File: src/rtl/xor_lfsr_descrambler_pkg.sv
// Shared definitions for the x^7 + x^6 + 1 self-synchronising descrambler:
// training state encoding, default polynomial shape and error counter limits.
package xor_lfsr_descrambler_pkg;

  // Default polynomial x^7 + x^6 + 1: register length and inner tap (1-based).
  localparam int DEF_WIDTH      = 7;
  localparam int DEF_TAP        = 6;
  localparam int DEF_LOCK_COUNT = 16;

  // Training error counter width and the value it sticks at.
  localparam int                   ERR_CNT_W   = 8;
  localparam logic [ERR_CNT_W-1:0] ERR_CNT_SAT = 8'd255;

  // Link training progress.
  typedef enum logic [1:0] {
    ST_FLUSH  = 2'd0,  // filling the shift register with line bits
    ST_TRAIN  = 2'd1,  // counting consecutive descrambled zeros
    ST_LOCKED = 2'd2   // payload passes through unchecked
  } state_e;

  // Increment that stops at ERR_CNT_SAT instead of wrapping to zero.
  function automatic logic [ERR_CNT_W-1:0] sat_inc(input logic [ERR_CNT_W-1:0] v);
    return (v == ERR_CNT_SAT) ? v : v + 1'b1;
  endfunction

endpackage

File: src/rtl/xor_lfsr_descrambler_shift_reg_n.sv
// Serial-in / parallel-out shift register with enable and asynchronous
// active-low clear, in the style of a 74x164. q_o[0] holds the newest bit
// and older bits move toward q_o[W-1].
module shift_reg_n #(
  parameter int W = 7
) (
  input  logic         clk,
  input  logic         rst_n,
  input  logic         en_i,
  input  logic         d_i,
  output logic [W-1:0] q_o
);

  logic [W-1:0] sr_q;

  // Shift one place toward the MSB when enabled; the clear empties the line history.
  always_ff @(posedge clk or negedge rst_n) begin
    if (!rst_n) begin
      sr_q <= '0;
    end else if (en_i) begin
      // NOTE: non-blocking so every flop samples the pre-edge value of its neighbour.
      sr_q <= {sr_q[W-2:0], d_i};
    end
  end

  assign q_o = sr_q;

endmodule

File: src/rtl/xor_lfsr_descrambler.sv
// Self-synchronising serial descrambler for x^7 + x^6 + 1. The line bit is
// XORed with two taps of the received-bit history, so the descrambler
// realigns with the far-end scrambler after WIDTH bits regardless of its
// starting contents. A small training FSM then counts descrambled zeros to
// declare lock and counts training errors (saturating).
module xor_lfsr_descrambler
  import xor_lfsr_descrambler_pkg::*;
#(
  parameter int WIDTH      = DEF_WIDTH,
  parameter int TAP        = DEF_TAP,
  parameter int LOCK_COUNT = DEF_LOCK_COUNT
) (
  input  logic                 clk,
  input  logic                 rst_n,
  input  logic                 din_i,
  input  logic                 din_valid_i,
  input  logic                 resync_i,
  output logic                 dout_o,
  output logic                 dout_valid_o,
  output logic                 locked_o,
  output logic [ERR_CNT_W-1:0] err_cnt_o
);

  localparam int FLUSH_W = $clog2(WIDTH + 1);
  localparam int ZERO_W  = 8;

  // Terminal values: the flush ends on the WIDTH-th valid bit, lock is
  // declared on the LOCK_COUNT-th consecutive zero.
  localparam logic [FLUSH_W-1:0] FLUSH_LAST = FLUSH_W'(WIDTH - 1);
  localparam logic [ZERO_W-1:0]  ZERO_LAST  = ZERO_W'(LOCK_COUNT - 1);

  // Received-bit history; sr[k-1] is SR[k] with SR[1] the newest bit.
  logic [WIDTH-1:0] sr;

  shift_reg_n #(
    .W (WIDTH)
  ) u_shift_reg (
    .clk   (clk),
    .rst_n (rst_n),
    .en_i  (din_valid_i),
    .d_i   (din_i),
    .q_o   (sr)
  );

  state_e               state_q,      state_d;
  logic [FLUSH_W-1:0]   flush_cnt_q,  flush_cnt_d;
  logic [ZERO_W-1:0]    zero_cnt_q,   zero_cnt_d;
  logic [ERR_CNT_W-1:0] err_cnt_q,    err_cnt_d;
  logic                 locked_q,     locked_d;
  logic                 dout_q,       dout_d;
  logic                 dout_valid_q, dout_valid_d;
  logic                 desc_bit;

  // Undo the scrambler using the history as it stood before this bit shifts in.
  always_comb begin
    desc_bit = din_i ^ sr[TAP-1] ^ sr[WIDTH-1];
  end

  // Next-state logic for training, counters and the registered outputs.
  always_comb begin
    // NOTE: every target gets a hold value first, so no path can infer a latch.
    state_d      = state_q;
    flush_cnt_d  = flush_cnt_q;
    zero_cnt_d   = zero_cnt_q;
    err_cnt_d    = err_cnt_q;
    locked_d     = locked_q;
    dout_d       = dout_q;
    dout_valid_d = 1'b0;

    // Every valid bit is descrambled, whatever the training state or RESYNC.
    if (din_valid_i) begin
      dout_d       = desc_bit;
      dout_valid_d = 1'b1;
    end

    if (resync_i) begin
      // Restart training; a bit arriving with RESYNC is not part of the new flush.
      state_d     = ST_FLUSH;
      flush_cnt_d = '0;
      zero_cnt_d  = '0;
      locked_d    = 1'b0;
    end else if (din_valid_i) begin
      unique case (state_q)
        ST_FLUSH: begin
          if (flush_cnt_q == FLUSH_LAST) begin
            state_d     = ST_TRAIN;
            flush_cnt_d = '0;
            zero_cnt_d  = '0;
          end else begin
            flush_cnt_d = flush_cnt_q + 1'b1;
          end
        end
        ST_TRAIN: begin
          if (desc_bit) begin
            zero_cnt_d = '0;
            err_cnt_d  = sat_inc(err_cnt_q);
          end else if (zero_cnt_q == ZERO_LAST) begin
            state_d  = ST_LOCKED;
            locked_d = 1'b1;
          end else begin
            zero_cnt_d = zero_cnt_q + 1'b1;
          end
        end
        ST_LOCKED: begin
          // Payload is not checked; only RESYNC or reset leaves this state.
        end
        default: begin
          state_d  = ST_FLUSH;
          locked_d = 1'b0;
        end
      endcase
    end
  end

  // State, counters and output registers, all cleared by the async reset.
  always_ff @(posedge clk or negedge rst_n) begin
    if (!rst_n) begin
      state_q      <= ST_FLUSH;
      flush_cnt_q  <= '0;
      zero_cnt_q   <= '0;
      err_cnt_q    <= '0;
      locked_q     <= 1'b0;
      dout_q       <= 1'b0;
      dout_valid_q <= 1'b0;
    end else begin
      state_q      <= state_d;
      flush_cnt_q  <= flush_cnt_d;
      zero_cnt_q   <= zero_cnt_d;
      err_cnt_q    <= err_cnt_d;
      locked_q     <= locked_d;
      dout_q       <= dout_d;
      dout_valid_q <= dout_valid_d;
    end
  end

  assign dout_o       = dout_q;
  assign dout_valid_o = dout_valid_q;
  assign locked_o     = locked_q;
  assign err_cnt_o    = err_cnt_q;

endmodule

File: config.mk
export PLATFORM = sky130hd
export DESIGN_NAME = xor_lfsr_descrambler
export DESIGN_NICKNAME = d
export VERILOG_FILES = /design/src/rtl/xor_lfsr_descrambler_pkg.sv /design/src/rtl/xor_lfsr_descrambler_shift_reg_n.sv /design/src/rtl/xor_lfsr_descrambler.sv
export SDC_FILE = /design/constraint.sdc
export NUM_CORES = 1
export LEC_CHECK = 0
export CAP_MARGIN = 20
export CORE_ASPECT_RATIO = 1.2
export CORE_MARGIN = 3
export CORE_UTILIZATION = 45
export CTS_BUF_LIST = sky130_fd_sc_hd__clkbuf_4 sky130_fd_sc_hd__clkbuf_8 sky130_fd_sc_hd__clkbuf_16
export CTS_CLUSTER_DIAMETER = 60
export DETAILED_ROUTE_END_ITERATION = 6
export HOLD_SLACK_MARGIN = 0.03
export PLACE_DENSITY_LB_ADDON = 0.12
export RECOVER_POWER = 50
export SYNTH_ARGS = -nofsm -noshare
export SYNTH_HDL_FRONTEND = slang
export SYNTH_SLANG_ARGS = --single-unit
File: constraint.sdc
create_clock -name clk -period 1.7 [get_ports clk]
set_clock_uncertainty 0.05 [all_clocks]
set_input_delay 0.34 -clock clk [delete_from_list [all_inputs] [get_ports clk]]
set_output_delay 0.34 -clock clk [all_outputs]
set_load 0.005 [all_outputs]
; ---- Word level (Yosys, flattened, before mapping)
; Index checks and enable logic that the tools add are counted.
[classes]
addsub = 3
n_eq_ne = 11
muxes = 22
bitwise = 4
n_reduce_logical = 10
[ops]
columns = operator, n
row1 = 8-bit two-way mux, 5
row2 = 8-bit by 1-bit adder with 8-bit output (second input constant), 2
row3 = 8-bit case mux with 2 select lines, 1
row4 = 3-bit two-way mux, 4
row5 = 2-bit two-way mux, 5
row6 = 5-bit AND reduction, 2
row7 = 3-bit inequality test (second input constant), 3
row8 = 8-bit by 4-bit == test with 1-bit output (second input constant), 1
row9 = 8-bit == test (second input constant), 1
row10 = 4-bit AND reduction, 2
row11 = 2-bit case mux with 3 select lines, 1
row12 = 1-bit two-way mux, 5
row13 = 4-bit inequality test (second input constant), 1
row14 = 2-bit nonzero test, 2
row15 = 3-bit by 1-bit adder with 3-bit output (second input constant), 1
row16 = 3-bit == test (second input constant), 1
row17 = 3-bit nonzero test, 1
row18 = 2-bit by 1-bit == test with 1-bit output (second input constant), 1
row19 = 2-bit == test (second input constant), 1
row20 = 2-bit zero test, 1
row21 = 2-bit by 1-bit inequality test with 1-bit output (second input constant), 1
row22 = 2-bit inequality test (second input constant), 1
row23 = 1-bit NOT, 2
row24 = 1-bit case mux with 2 select lines, 1
row25 = 3 further kinds, 4
[word_totals]
register_bits = 31
in_bits = 5
output_inout_bits = 11
word_cells = 58

; ---- Longest topological paths before layout
; Gate-level depths: netlist of run 1.
[depth]
depth_word = 6
depth_mapped = 5
depth_no_buf = 5

; ---- Cells and area by module
; A second synthesis of run 1 with hierarchy kept.
[hier_totals]
cells_unflattened = 135
hier_area_um2 = 1510.2
[modules_own_cells]
columns = module, n_inst, cells_each, area_each_um2
row1 = xor_lfsr_descrambler, 1, 120, 1218.7
row2 = shift_reg_n, 1, 15, 291.5

; ---- Worst setup path before layout of run 1
; OpenSTA, ideal clock, no wires.
[synth_path]
kind = register to register
from = reg u_shift_reg.sr_q[5] (netlist: u_shift_reg.q_o[5])
to = reg zero_cnt_q[5]
setup_time_ns = 0.101
arrival_ns = 1.550
required_time_ns = 1.549
setup_slack_ns = -0.001
path_stages_with_launch = 5
path_buffers = 0
period_less_slack_ns = 1.701
path_cell_list = dfrtp_1 xor3_2 nor4_4 o21ai_2 o311ai_2
[synth_between]
elab_chain_cells = 6
elab_cells_between_ends = 8
classes_between = eq/ne: 1 / mux: 4 / bitwise: 2 / reduce/logical: 1
[synth_lines]
columns = element, line
row1 = start: declaration, xor_lfsr_descrambler_shift_reg_n.sv:14  ; logic [W-1:0] sr_q;
row2 = start signal: assignment, xor_lfsr_descrambler_shift_reg_n.sv:22  ; sr_q <= {sr_q[W-2:0], d_i};
row3 = 1-bit bitwise XOR (*) (2 in series), xor_lfsr_descrambler.sv:56  ; desc_bit = din_i ^ sr[TAP-1] ^ sr[WIDTH-1];
row4 = 8-bit two-way mux, xor_lfsr_descrambler.sv:94  ; if (desc_bit) begin
row5 = 8-bit case mux with 2 select lines, xor_lfsr_descrambler.sv:83  ; unique case (state_q)
row6 = 8-bit two-way mux, xor_lfsr_descrambler.sv:82  ; end else if (din_valid_i) begin
row7 = 8-bit two-way mux, xor_lfsr_descrambler.sv:76  ; if (resync_i) begin
row8 = end signal: assignment, xor_lfsr_descrambler.sv:128  ; zero_cnt_q <= zero_cnt_d;
row9 = end: declaration, xor_lfsr_descrambler.sv:47  ; logic [ZERO_W-1:0] zero_cnt_q, zero_cnt_d;
; Mark *: on every way between the ends. The rest lies on a longest branch, timed or not. The select of a mux whose other input is x is not followed.
; A chain may end at the register's enable or synchronous reset.

; ---- Worst setup path after layout of run 1
[layout_path]
from = in din_valid_i
to = reg zero_cnt_q[5]
[layout_between]
elab_chain_cells = 2
[layout_lines]
columns = element, line
row1 = start: declaration, xor_lfsr_descrambler.sv:16  ; input logic din_valid_i,
row2 = 2-bit nonzero test (no line), -
row3 = 4-bit AND reduction (no line), -
; No other way between the ends.

==> results.txt, run 1 <==
----------------------------------------------------
[Yosys]
  Top cells by count, synth ... sky130_fd_sc_hd__dfrtp_1, sky130_fd_sc_hd__nand3_1, sky130_fd_sc_hd__nand2_1
  Mux share of post-synthesis cell area ... 7.74%
  Synthesized net count ... 146
  Adder and majority cell fraction of the synthesized area ... between 1.5 and 2%
  Compound-Gate Fraction of Synth Area ... between 10% and 20%
  Share of synthesized cell area in and, or, nand and nor gates ... 18.6%
  Leading cell types by total area after synthesis ... sky130_fd_sc_hd__dfrtp_1, sky130_fd_sc_hd__mux2_2, sky130_fd_sc_hd__nand3_1, sky130_fd_sc_hd__xor2_1, sky130_fd_sc_hd__o311ai_2
  Synthesized area per cell ... around 11 sq um
  YS warnings ... 0
  Synth area leader ... sky130_fd_sc_hd__dfrtp_1
  Share of flip-flops with an asynchronous set or reset after synthesis ... 100%
  Number of register bits inferred by synthesis ... 31
  Number of enable-type register cells in the synthesized netlist ... 0
  Share of the synthesized area in the top cell type ... between 40% and 50%
  Cell count after synthesis ... ~140
  Netlist area before placement ... 1570 sq um
  Distinct cells, synth ... 44
  Share of the yosys chip area belonging to registers ... between 40% and 50%
  XOR/XNOR share of the synthesized area ... about 6.6%
  Dominant combinational cell family by area after synthesis ... simple AND/OR/NAND/NOR gates
  Dominant cell by count in the synthesized netlist ... sky130_fd_sc_hd__dfrtp_1
  Flip-flop cell with the highest count after synthesis ... sky130_fd_sc_hd__dfrtp_1

[Layout]
  Layout overhead on the synthesized area ... 36.8%
  Final non-filler cell total ... about 230
  Final Net Count ... between 200 and 250
  Area used by multi-input combinational logic ... 805 sq um
  Antenna cells ... 0
  Fraction of layout instances using a drive strength above 1 ... ~36%
  Footprint of the flip-flops and latches ... slightly below 800 sq um
  Layout fillers ... 246

[Route]
  1st-pass router iterations ... 4
  Average wire per cell in the routed design ... between 10 and 15 microns
  Total via count after detailed routing ... around 1300
  Total wirelength of the detailed-routed design ... about 3400 microns
  Number of nets still failing antenna checks after routing ... 0
  Residual DRC ... 0
  Vias per Instance ... ~5.6
  Detailed router's first-iteration violation count ... 47

[Global route]
  Met1 track utilization from global routing ... a little under a quarter
  Wire length of the first global-routing pass ... around 5900 microns
  Total overflow reported by the global router ... 0
  M2 GR Usage ... between 20 and 30%
  Most heavily used metal layer in global routing ... met2
  Global routing met3 resource utilization ... 4.93%
  Number of global-route vias before repair ... about 1300
  Total track usage ... between 15 and 20%
  Largest net degree at the start of global routing ... 32
  Antenna violations before repair ... 0

[Setup path]
  Crit end category ... register
  Path type of the worst setup path ... in -> reg
  Req. time, crit path ... roughly 1.9 ns
  Crit start category ... primary input
  Critical path data arrival time ... 1.92 ns
  Worst Path Max Fanout ... 5

[Placed design]
  Worst slack, placed ... -0.480 ns
  Detailed Place HPWL ... approximately 2400 microns
  Final RePlAce weighted congestion ... a little under 0.9
  Post-Place Cells ... approximately 210
  Total of buffers placed on input and output ports ... 15

[Die]
  Std-Cell Core Area ... roughly 3200 sq um
  Chip Height ... between 70 and 80 microns
  Number of placement rows ... 22
  Die Area ... approximately 4200 sq um
  Number of top-level design ports ... 16
  Starting Density ... 49.1%
  Die width ... 59.9 microns

[Timing]
  Setup repair after global routing missed its margin ... yes
  Period Utilization, post-route ... 101%
  Highest achievable clock rate ... about 580 MHz
  Worst-Margin Slew ... between 0.7 and 0.8 ns
  Total count of max-transition violations in the final report ... 0
  Final hold slack ... 0.417 ns
  Tmin final ... between 1.5 and 2 ns
  Hold Vio Cnt, Final ... 0
  PnR worst setup slack ... -0.0203 ns
  Final number of setup-violating endpoints ... 3
  Final total negative setup slack ... -0.0420 ns
  Worst slew margin relative to its limit ... roughly 50%

[Pwr]
  IR drop worst, VDD ... a little over 0.8 mV
  Leakage dissipation ... 0.973 nW
  Pwr Density ... around 940 nW/um^2

[Clocking]
  Number of levels the H-tree was split into ... 2
  Root buffer selected by CTS ... sky130_fd_sc_hd__clkbuf_4
  CTS clock-pin slew for the worst setup and hold paths ... 0.11 ns
  Number of clock sinks ... 31
  Maximum number of buffers from clock root to sink ... 2
  Insertion delay to the later sink of the worst-skew pair ... between 0.3 and 0.4 ns
  CTS buffer count ... 5
  Count of hold-fix buffers inserted at cts ... 0
  TritonCTS clock tree ... built

[Status]
  Failing checks ... setup timing
  Run status ... finished with violations

[Min path]
  Path type of the worst min-delay path ... in -> reg

[Flow run]
  Max-cap violations ... 0

----------------------------------------------------
## kinds of logic after synthesis
| logic type | after synthesis |
|---|---|
| simple gates | 50 |
| flops | 31 |
| compound gates | 27 |
| mux | 11 |
| xor+xnor | 10 |
| buf+inv | 8 |
| fa+ha+maj | 2 |
## stage by stage
stage	power [W]	instance area, sq um	utilization, %
CTS	0.00192	2040	63.9
detailed placement	0.00137	1940	60.6
floorplan	0.00113	1570	-
global placement	0.00135	1940	60.6
global route	0.00213	2150	67.2
finish	0.00201	2150	67.2
## worst max-delay path: stages
cell	delay (ns)
sky130_fd_sc_hd__dlygate4sd3_1	0.61
sky130_fd_sc_hd__or2b_2	0.33
sky130_fd_sc_hd__a21oi_1	0.22
sky130_fd_sc_hd__o21ai_2	0.12
sky130_fd_sc_hd__o311ai_2	0.28
## path summary, 6_finish.rpt
kind | start | end | slack, ns | depth (start not counted)
min in group asynchronous | rst_n | zero_cnt_q[6] | 0.53 | 2
worst min register to register | u_shift_reg.q_o[2] | u_shift_reg.q_o[3] | 0.45 | 1
worst max-delay path | din_valid_i | zero_cnt_q[5] | -0.02 | 5
max in group asynchronous | rst_n | zero_cnt_q[0] | 0.57 | 2
worst max register to register | u_shift_reg.q_o[5] | zero_cnt_q[5] | 0 | 4
worst min-delay path | din_i | u_shift_reg.q_o[0] | 0.42 | 2
## cell type report
type	count	area share (%)
Timing Repair Buffer	50	19.9
Inverter	6	1.05
Multi-Input combinational cell	100	37.5
Clock buffer	8	3.38
Sequential cell	31	36.1
Tap cell	36	2.10
## power by group
group	internal [W]	leakage, nW	switching, W	total, W
sequential	0.000822	0.409	0.0000585	0.000880
combinational	0.000376	0.522	0.000244	0.000620
clock	0.000259	0.0420	0.000250	0.000510
## state kept, by name, summed over array words and instances (netlist names)
register	cells
dout_valid_o	1
dout_o	1
flush_cnt_q	3
err_cnt_o	8
state_q	2
u_shift_reg.q_o	7
locked_o	1
zero_cnt_q	8
## timing repair
action,in CTS,in global routing
pin swaps,1,5
setup buffers,4,7
endpoints found under the hold margin,0,0
gates resized for setup,3,11
endpoints found under the setup margin,9,16
gates cloned,0,0
## cells in the final DEF, fill, tap and decap left out, drive strengths merged, types with 4 or more instances in the layout
cell type,instances
a21oi,6
dfrtp,31
nor2,4
nand2,12
o21ai,6
nand3,13
buf,34
clkdlybuf4s50,10
clkbuf,9
inv,6
mux2,9
xor2,7
## routing by layer
layer	vias to the layer above	routed length, microns
met5	-	0
met1	634	1460
met3	4	130
met4	0	38
li1	625	-
met2	23	1750
(Power assumes the default switching activity.)
==> inputs of run 2 (changes only) <==
Settings changed: MAX_ROUTING_LAYER set to met4.
Clock period 1.7 ns to 2.23 ns, I/O delays scaled along.
==> results.txt, run 2 (same netlist as run 1, synthesis figures left out) <==
----------------------------------------------------
[Clocking]
  Insertion delay to the later sink of the worst-skew pair ... 0.33 ns
  Post-CTS setup buffers ... 0
  TritonCTS clock tree ... built
  Number of clock sinks ... 31
  Root buffer selected by CTS ... sky130_fd_sc_hd__clkbuf_4
  CTS buffer count ... 5
  Count of hold-fix buffers inserted at cts ... 0
  CTS-repair resized insts ... 0
  CTS clock-pin slew for the worst setup and hold paths ... about 0.1 ns
  Number of levels the H-tree was split into ... 2
  Maximum number of buffers from clock root to sink ... 2

[Layout]
  Fraction of layout instances using a drive strength above 1 ... 20.5%
  Most common library cell in the layout ignoring fill and taps ... sky130_fd_sc_hd__dfrtp_1
  Final non-filler cell total ... 202
  Layout fillers ... approximately 280
  Final Net Count ... 172
  Layout overhead on the synthesized area ... 20.1%
  Antenna cells ... 0
  Commonest non-fill, non-tap cells in the layout ... sky130_fd_sc_hd__dfrtp_1, sky130_fd_sc_hd__nand3_1, sky130_fd_sc_hd__clkdlybuf4s50_1

[Status]
  Run status ... finished clean

[Timing]
  Total count of max-transition violations in the final report ... 0
  Worst-Margin Slew ... 0.757 ns
  Worst slew margin relative to its limit ... around half
  Tmin final ... 1.91 ns
  Final total negative setup slack ... 0 ns
  Highest achievable clock rate ... about 520 MHz
  Final hold slack ... roughly 0.45 ns
  Hold Vio Cnt, Final ... 0
  Final number of setup-violating endpoints ... 0
  Period Utilization, post-route ... 85.8%
  Setup repair after global routing missed its margin ... no

[Global route]
  Antenna violations before repair ... 0
  Largest net degree at the start of global routing ... 32
  Wire length of the first global-routing pass ... 5080 microns
  Number of global-route vias before repair ... roughly 1100
  Total overflow reported by the global router ... 0
  Total track usage ... 16.1%

[Die]
  Number of placement rows ... 22
  Number of top-level design ports ... 16
  Chip Height ... around 71 microns
  Std-Cell Core Area ... 3190 sq um
  Die width ... 59.9 microns
  Die Area ... 4230 sq um
  Starting Density ... 49.1%

[Setup path]
  Slack of the worst reg-to-reg path ... 0.41 ns
  Cells along the critical path ... clkdlybuf4s50_1 > xor3_2 > nor4_4 > o21ai_2 > o311ai_2
  Number of buffer and inverter stages on the critical path ... 1
  CP max stage cell ... sky130_fd_sc_hd__clkdlybuf4s50_1
  Crit start category ... primary input
  Req. time, crit path ... 2.42 ns
  Worst Path Max Fanout ... 5
  Crit end category ... register
  Path type of the worst setup path ... in -> reg
  Critical path data arrival time ... between 2 and 2.5 ns
  Largest stage delay on the critical path ... 0.53 ns
  Crit path max-delay family ... buffers and inverters

[Route]
  1st-pass router iterations ... 4
  Number of nets still failing antenna checks after routing ... 0
  Detailed router's first-iteration violation count ... 90
  Vias per Instance ... between 5 and 6
  Residual DRC ... 0
  Total via count after detailed routing ... approximately 1200
  Total wirelength of the detailed-routed design ... a little over 3000 microns
  Average wire per cell in the routed design ... approximately 15 microns

[Min path]
  Path type of the worst min-delay path ... reg -> reg

[Flow run]
  Max-cap violations ... 0

[Pwr]
  Leakage dissipation ... 0.798 nW
  Pwr Density ... 763 nW/um^2
  IR drop worst, VDD ... roughly 0.66 mV
  Power Total ... 0.00144 W

[Placed design]
  Post-Place Cells ... around 190
  Final RePlAce weighted congestion ... ~0.84
  Detailed Place HPWL ... between 2000 and 2500 microns
  Total of buffers placed on input and output ports ... 15

----------------------------------------------------
## run 2: worst paths after layout
path                               start             end  depth (start not counted)
max                                din_i   zero_cnt_q[6]                          5
min                         err_cnt_o[7]    err_cnt_o[7]                          1
max reg2reg                zero_cnt_q[4]        locked_o                          4
min reg2reg                 err_cnt_o[7]    err_cnt_o[7]                          1
max in group asynchronous          rst_n   zero_cnt_q[0]                          2
min in group asynchronous          rst_n  flush_cnt_q[0]                          2
## run 2: stage by stage
step	instance area (sq um)	util, %	setup WS, ns
final	1880	59.0	0.317
after detailed placement	1800	56.4	-0.0178
after CTS	1890	59.1	0.320
after global placement	1800	56.4	0.0199
after floorplan	1570	-	0.522
after global routing	1880	59.0	0.212
## run 2: cell type report
cell class | instances | area, sq um | area share (%)
Multi-Input combinational cell | 100 | 762 | 40.4
Timing Repair Buffer | 21 | 193 | 10.2
Inverter | 6 | 22.5 | 1.20
Clock buffer | 6 | 51.3 | 2.72
Sequential cell | 31 | 776 | 41.2
Clock inverter | 2 | 35.0 | 1.86
Tap cell | 36 | 45.0 | 2.39
## run 2: power breakdown
part | internal [W] | switching, W | total (W)
combinational | 0.000161 | 0.000132 | 0.000293
sequential | 0.000626 | 0.0000556 | 0.000682
clock | 0.000265 | 0.000198 | 0.000463
total | 0.00105 | 0.000386 | 0.00144
## run 2: metal layers
layer	up-vias	part of all wire, %	global-route usage [%]
li1	569	-	-
met1	576	43	20.7
met2	27	50	24.0
met3	7	4.5	4.20
met4	0	2.0	6.16
met5	-	0	-
==> inputs of run 3 (changes only) <==
Settings changed: CTS_CLUSTER_DIAMETER 60 to unset, TNS_END_PERCENT set to 20.
==> results of run 3 <==
Same layout as run 2: the final DEF is identical, and so are final timing and power.
